`config.mk`:
```
export PLATFORM = sky130hd
export DESIGN_NAME = iir_cascade
export DESIGN_NICKNAME = d
export VERILOG_FILES = /design/src/rtl/iir_cascade.sv
export SDC_FILE = /design/constraint.sdc
export NUM_CORES = 2
export LEC_CHECK = 0
export BUFFER_PORTS_ARGS = -buffer_cell sky130_fd_sc_hd__buf_2
export CORE_MARGIN = 2
export CORE_UTILIZATION = 30
export CTS_BUF_LIST = sky130_fd_sc_hd__clkbuf_16
export DETAILED_ROUTE_END_ITERATION = 16
export SYNTH_ARGS = -nofsm -noshare
export SYNTH_HDL_FRONTEND = slang
export SYNTH_SLANG_ARGS = --single-unit
```
`constraint.sdc`:
```
create_clock -name clk -period 23.9 [get_ports clk]
set_clock_uncertainty 0.2 [all_clocks]
set_input_delay 1.195 -clock clk [delete_from_list [all_inputs] [get_ports clk]]
set_output_delay 1.195 -clock clk [all_outputs]
set_load 0.05 [all_outputs]
```
`src/rtl/iir_cascade.sv`:
```
// iir_cascade: pipelined cascade of first-order IIR sections with global stall, live coefficient writes and sticky saturation
module iir_cascade #(
    parameter int DW   = 11,
    parameter int NSEC = 2,
    parameter int CW   = 12,
    parameter int FRAC = 10,
    localparam int SW  = (NSEC > 1) ? $clog2(NSEC) : 1
) (
    input  logic                 clk,
    input  logic                 rst,
    input  logic signed [DW-1:0] x,
    input  logic                 in_valid,
    output logic                 in_ready,
    output logic signed [DW-1:0] z,
    output logic                 out_valid,
    input  logic                 out_ready,
    input  logic                 coef_we,
    input  logic [SW-1:0]        coef_sec,
    input  logic [1:0]           coef_sel,
    input  logic signed [CW-1:0] coef_data,
    input  logic                 clr,
    output logic                 sat
);
    localparam int PW = DW + CW;
    localparam int AW = DW + CW + 2;
    localparam logic signed [AW-1:0] YMAX = AW'((1 << (DW - 1)) - 1);
    localparam logic signed [AW-1:0] YMIN = -AW'(1 << (DW - 1));
    localparam logic signed [CW-1:0] ONE  = CW'(1 << FRAC);

    // stage 0 is the input register, stage k+1 holds the output of section k
    logic signed [DW-1:0] d_q  [NSEC+1];
    logic signed [DW-1:0] d_d  [NSEC+1];
    logic        [NSEC:0] v_q, v_d;
    logic signed [DW-1:0] xp_q [NSEC];
    logic signed [DW-1:0] xp_d [NSEC];
    logic signed [DW-1:0] yp_q [NSEC];
    logic signed [DW-1:0] yp_d [NSEC];
    logic signed [CW-1:0] b0_q [NSEC];
    logic signed [CW-1:0] b0_d [NSEC];
    logic signed [CW-1:0] b1_q [NSEC];
    logic signed [CW-1:0] b1_d [NSEC];
    logic signed [CW-1:0] a1_q [NSEC];
    logic signed [CW-1:0] a1_d [NSEC];
    logic                 sat_q, sat_d;
    logic signed [PW-1:0] p0   [NSEC];
    logic signed [PW-1:0] p1   [NSEC];
    logic signed [PW-1:0] p2   [NSEC];
    logic signed [AW-1:0] acc  [NSEC];
    logic signed [AW-1:0] sh   [NSEC];
    logic signed [DW-1:0] y    [NSEC];
    logic      [NSEC-1:0] ovf;
    logic                 adv;

    assign adv       = !v_q[NSEC] || out_ready;
    assign in_ready  = adv;
    assign z         = d_q[NSEC];
    assign out_valid = v_q[NSEC];
    assign sat       = sat_q;

    // per-section multiply-accumulate, floor scaling and saturation to the sample range
    always_comb begin
        for (int k = 0; k < NSEC; k++) begin
            p0[k]  = PW'(b0_q[k]) * PW'(d_q[k]);
            p1[k]  = PW'(b1_q[k]) * PW'(xp_q[k]);
            p2[k]  = PW'(a1_q[k]) * PW'(yp_q[k]);
            acc[k] = AW'(p0[k]) + AW'(p1[k]) - AW'(p2[k]);
            sh[k]  = acc[k] >>> FRAC;
            ovf[k] = (sh[k] > YMAX) || (sh[k] < YMIN);
            y[k]   = (sh[k] > YMAX) ? DW'(YMAX) : (sh[k] < YMIN) ? DW'(YMIN) : sh[k][DW-1:0];
        end
    end

    // pipeline advance, section history, sticky flag, clear and coefficient writes
    always_comb begin
        d_d   = d_q;
        v_d   = v_q;
        xp_d  = xp_q;
        yp_d  = yp_q;
        sat_d = sat_q;
        b0_d  = b0_q;
        b1_d  = b1_q;
        a1_d  = a1_q;
        if (adv) begin
            d_d[0] = x;
            v_d[0] = in_valid;
            for (int k = 0; k < NSEC; k++) begin
                d_d[k+1] = y[k];
                v_d[k+1] = v_q[k];
                if (v_q[k]) begin
                    xp_d[k] = d_q[k];
                    yp_d[k] = y[k];
                    sat_d   = sat_d | ovf[k];
                end
            end
        end
        if (clr) begin
            v_d   = '0;
            xp_d  = '{default: '0};
            yp_d  = '{default: '0};
            sat_d = 1'b0;
        end
        for (int k = 0; k < NSEC; k++) begin
            if (coef_we && coef_sec == SW'(k)) begin
                b0_d[k] = (coef_sel == 2'd0) ? coef_data : b0_q[k];
                b1_d[k] = (coef_sel == 2'd1) ? coef_data : b1_q[k];
                a1_d[k] = (coef_sel == 2'd2) ? coef_data : a1_q[k];
            end
        end
    end

    // state registers; coefficients reset to pass-through
    always_ff @(posedge clk or negedge rst) begin
        if (!rst) begin
            d_q   <= '{default: '0};
            v_q   <= '0;
            xp_q  <= '{default: '0};
            yp_q  <= '{default: '0};
            sat_q <= 1'b0;
            b0_q  <= '{default: ONE};
            b1_q  <= '{default: '0};
            a1_q  <= '{default: '0};
        end else begin
            d_q   <= d_d;
            v_q   <= v_d;
            xp_q  <= xp_d;
            yp_q  <= yp_d;
            sat_q <= sat_d;
            b0_q  <= b0_d;
            b1_q  <= b1_d;
            a1_q  <= a1_d;
        end
    end
endmodule

```
---- Word level (Yosys, flattened, before mapping) ----
Index checks and enable logic that the tools add are counted.
word-level totals
  register bits after elaboration ......... 153
  input bits .............................. 32
operators by class
  $add $sub $neg .......................... 4
  multiply operators ...................... 6
  $lt $le $gt $ge ......................... 4
  equality and inequality tests ........... 2
  muxes and demuxes ....................... 19
  bitwise operators ....................... 3
  reductions and logical operators ........ 18
operators by type and width
  cell                                                          number
  multiplier 12 x 11 -> 23 bit                                  6
  two-way mux 11 bit                                            8
  two-way mux 22 bit                                            4
  subtractor 24 x 23 -> 25 bit                                  2
  adder 23 x 23 -> 24 bit                                       2
  > comparator 15 x 11 -> 1 bit, second input constant          2
  less-than comparator 15 x 11 -> 1 bit, second input constant  2
  AND reduction 2 bit                                           8
  two-way mux 3 bit                                             2
  nonzero test 2 bit                                            3
  two-way mux 1 bit                                             5
  logical OR 1 bit                                              3
  equality test 2 x 1 -> 1 bit, second input constant           1
  equality test 2 bit, second input constant                    1
  logical AND 1 bit                                             2
  logical NOT 2 bit                                             1
  bitwise OR 1 bit                                              2
  logical NOT 1 bit                                             1
  NOT 1 bit                                                     1

---- Logic depth before layout (Yosys ltp) ----
  depth after elaboration ................. 12
  mapped depth ............................ 31

---- Worst setup path before layout ----
Ideal clock, no wire load.
  path type ............................... reg-to-reg
  start point ............................. register yp_q[11] (netlist name)
  end point ............................... register yp_q[11] (netlist name)
  arrival ................................. 7.538 ns
  data required time ...................... 23.579 ns
  path slack .............................. 16.041 ns
  cell stages (with the launch flop) ...... 26
  path buffers ............................ 2
  period minus slack after synthesis ...... 7.859 ns
  path through ............................ dfrtp_1 clkbuf_1 nand2_1 inv_1 fa_1 fa_1 fa_1 inv_1 fa_1 fa_1 fa_1 fa_1 inv_1 fa_1 inv_1 ha_1 o21ai_0 o211ai_2 a21oi_4 nor3_1 a2111oi_4 o311ai_4 a211oi_4 buf_6 o22ai_1 a22o_1
on the way
  longest elaborated chain between the ends .. 8
RTL lines
  what                                   line  source
  start: declaration                     36    logic signed [DW-1:0] yp_q [NSEC];
  start signal: assignment               126   yp_q <= yp_d;
  multiplier 12 x 11 -> 23 bit (*)       65    p2[k] = PW'(a1_q[k]) * PW'(yp_q[k]);
  subtractor 24 x 23 -> 25 bit (*)       66    acc[k] = AW'(p0[k]) + AW'(p1[k]) - AW'(p2[k]);
  less-than comparator 15 x 11 -> 1 bit  69    y[k] = (sh[k] > YMAX) ? DW'(YMAX) : (sh[k] < YMIN) ? DW'(YMIN) : sh[k][DW-1:0];
  two-way mux 11 bit                     69
  two-way mux 11 bit (*)                 69
  two-way mux 11 bit (*)                 89    if (v_q[k]) begin
  two-way mux 22 bit (*)                 83    if (adv) begin
  two-way mux 22 bit (*)                 96    if (clr) begin
Mark *: on every way between the ends. The rest lies on a longest branch, timed or not. The select of a mux whose other input is x is not followed.
A chain may end at the register's enable or synchronous reset.

---- Worst setup path in the final report ----
  start point ............................. register yp_q[11] (netlist name)
  end point ............................... register d_q[16] (netlist name)
on the way
  longest elaborated chain between the ends .. 5
RTL lines
  what                                   line  source
  multiplier 12 x 11 -> 23 bit (*)       65
  subtractor 24 x 23 -> 25 bit (*)       66
  less-than comparator 15 x 11 -> 1 bit  69
  two-way mux 11 bit                     69
  two-way mux 11 bit (*)                 69
  end signal: assignment                 114   d_q <= '{default: '0};
  end signal: assignment                 123   d_q <= d_d;
  end: declaration                       31    logic signed [DW-1:0] d_q [NSEC+1];
Mark *: on every way between the ends. The rest lies on a longest branch, timed or not.

==> metrics <==
asr flop ratio synth=1.00; Reg clk slew, reported paths=about 0.080 ns; Primary FF master, synth=dfrtp_1; post-route cell area=between 40000 and 50000 um^2; TNS Setup=0 ns; crit start category=flip-flop; Layout Area Growth over Synthesis=6.04%; CTS tree=built; CTS resizes=0; Final ANT Viol Nets=0; final wirelength=95800 um; Placer Congestion=around 0.87; Worst EP required=between 20 and 25 ns; post-route minimum period=~9.0 ns; Register Area=~3800 um^2; total gr overflow=0; final setup vio count=0; register bit total from synthesis=153; hold_buf cts=0; Die Wd=roughly 360 um; dpl cell area=40100 um^2; commonest non-fill, non-tap cell in the layout=inv_1; Hold Path Class=flip-flop to flip-flop; antenna violations before repair=10; gr usage total=0.155; # port buffers=between 40 and 50; sequential share of the synthesized area=0.0998; I/O pins=46; Final Instance Count excl. Fillers=between 5000 and 6000; Max Slew Vio Count=0; CP Max Fanout=13; Cell Area, Synth=38400 um^2; Syn Area/Cell=between 9 and 10 um^2; vias in the first global route=between 20000 and 30000; root buf cell=clkbuf_16; Post-Syn Instances=around 3900; syn nets=slightly above 5000; Max Cap Viol=0; Cell variety after synth=72; CP Data Arrival Time=9.20 ns; CTS H-tree lvls=4; Post-DP HPWL=between 80000 and 90000 um; Clock Sinks=around 150; clk_lat worst skew=0.50 ns; layout cell share with drive strength beyond 1=0.0520; fill count=between 10000 and 15000; Starting Density=0.302; DRT Pass-1 Iters=5; Hold Slack=about 0.29 ns; deepest clock path buffer count=2; vias per cell=around 4.5; Inst Count DP=~5400; EDFF count, synth=0; Row Count=between 100 and 150; Fmax=0.111 GHz; CP startpoint=yp_q[11]; Max-slew headroom=0.125; status=complete, no violations; commonest non-fill, non-tap cells in the layout=1067 x inv_1, 958 x fa_1, 528 x nand2_1, 282 x and2_1, 256 x ha_1; footprint of the multi-input gates=around 30000 um^2; # DRC=0; Die Ht=between 300 and 400 um; nature of the critical path endpoint=flip-flop; drt first-iter violations=1297; WS Path Type=flip-flop to flip-flop; RSZ-0062 raised after global routing=no; die area=131000 um^2; Syn. warnings=0; drt wl/cell=between 15 and 20 um; fin nets=around 5000; largest net degree at the start of global routing=84; Worst-Margin Slew=1.31 ns; via count=approximately 25000; Core ar.=around 130000 um^2; global-route wire length before repair=about 160000 um; Hold Fails Final Rpt=0; period utilization=0.377; CTS Buf Count=17; reg-to-reg critical path startpoint=yp_q[11]; setup bufs post-CTS=0; Hold Crit Start=z[10]
-- flip-flops by register name (all words and copies together), names as in the netlist --
| signal | count |
|---|---|
| a1_q | 24 |
| b0_q | 24 |
| b1_q | 24 |
| d_q | 22 |
| xp_q | 22 |
| yp_q | 22 |
| z | 11 |
| v_q | 3 |
| sat | 1 |
-- cells in the mapped netlist (all sizes together), types with 25 or more instances --
master	count	share of area
ha	256	0.083
a21oi	40	0.0056
nand2b	43	0.0070
fa	958	0.50
clkbuf	153	0.015
nor2	43	0.0045
and2	282	0.046
dfrtp	151	0.098
inv	1068	0.10
xnor2	50	0.011
o21ai	25	0.0034
nand2	528	0.052
mux2	76	0.022
a22o	33	0.0075
nor2b	33	0.0054
-- final timing paths --
kind | endpoint | slack [ns] | cells past startpoint
max reg2reg | d_q[16] | 14.89 | 23
max | d_q[16] | 14.89 | 23
min in group asynchronous | d_q[25] | 0.58 | 1
min | z[10] | 0.29 | 2
max in group asynchronous | b1_q[11] | 21.38 | 2
min reg2reg | z[10] | 0.29 | 2
-- cell type report --
class                   instances  area share
clock inverters                15     0.00375
inverters                    1069      0.0986
multi-input cells            2498       0.734
clock buffers                  17      0.0105
diodes                          3    0.000184
flip-flops and latches        153      0.0941
repair buffers                 57     0.00790
well taps                    1662      0.0511
-- through the flow --
| step | setup slack [ns] | util |
|---|---|---|
| after global placement | 15.02 | 0.315 |
| after CTS | 14.88 | 0.320 |
| after detailed placement | 14.91 | 0.315 |
| final | 14.89 | 0.320 |
| after global routing | 14.40 | 0.320 |
| after floorplan | 16.04 | - |
-- critical path, cell delays in order (launching register included) --
cell	delay, ns
dfrtp_1	0.73
nand2_1	0.45
inv_1	0.43
fa_1	0.52
fa_1	0.52
fa_1	0.54
inv_1	0.05
fa_1	0.47
fa_1	0.60
fa_1	0.44
fa_1	0.49
inv_1	0.05
fa_1	0.50
inv_1	0.06
ha_1	0.33
o21ai_0	0.29
o211ai_2	0.15
a21oi_4	0.28
nor3_1	0.12
a2111oi_4	0.40
o311ai_4	0.20
a211oi_4	0.57
nor2_2	0.19
a221o_1	0.30
-- metal layers --
metal | share of wire | wire length [um] | vias up | track usage
met5 | 0.00060 | 57 | - | 0
met4 | 0.036 | 3450 | 10 | 0.0553
met3 | 0.047 | 4550 | 125 | 0.0173
met2 | 0.50 | 47600 | 576 | 0.261
met1 | 0.42 | 40100 | 13000 | 0.206
li1 | - | - | 10900 | -
-- logic make-up after synthesis --
family          after synthesis  synth area share
xor+xnor                     61            0.0139
flops                       153            0.0998
compound gates              173            0.0351
fa+ha+maj                  1214             0.583
mux                          77            0.0227
simple gates                973             0.122
buf+inv                    1243             0.123
Power is left out: the tool's default activity adds up to more than one toggle a clock period on the data nets, which glitch-free logic cannot reach.
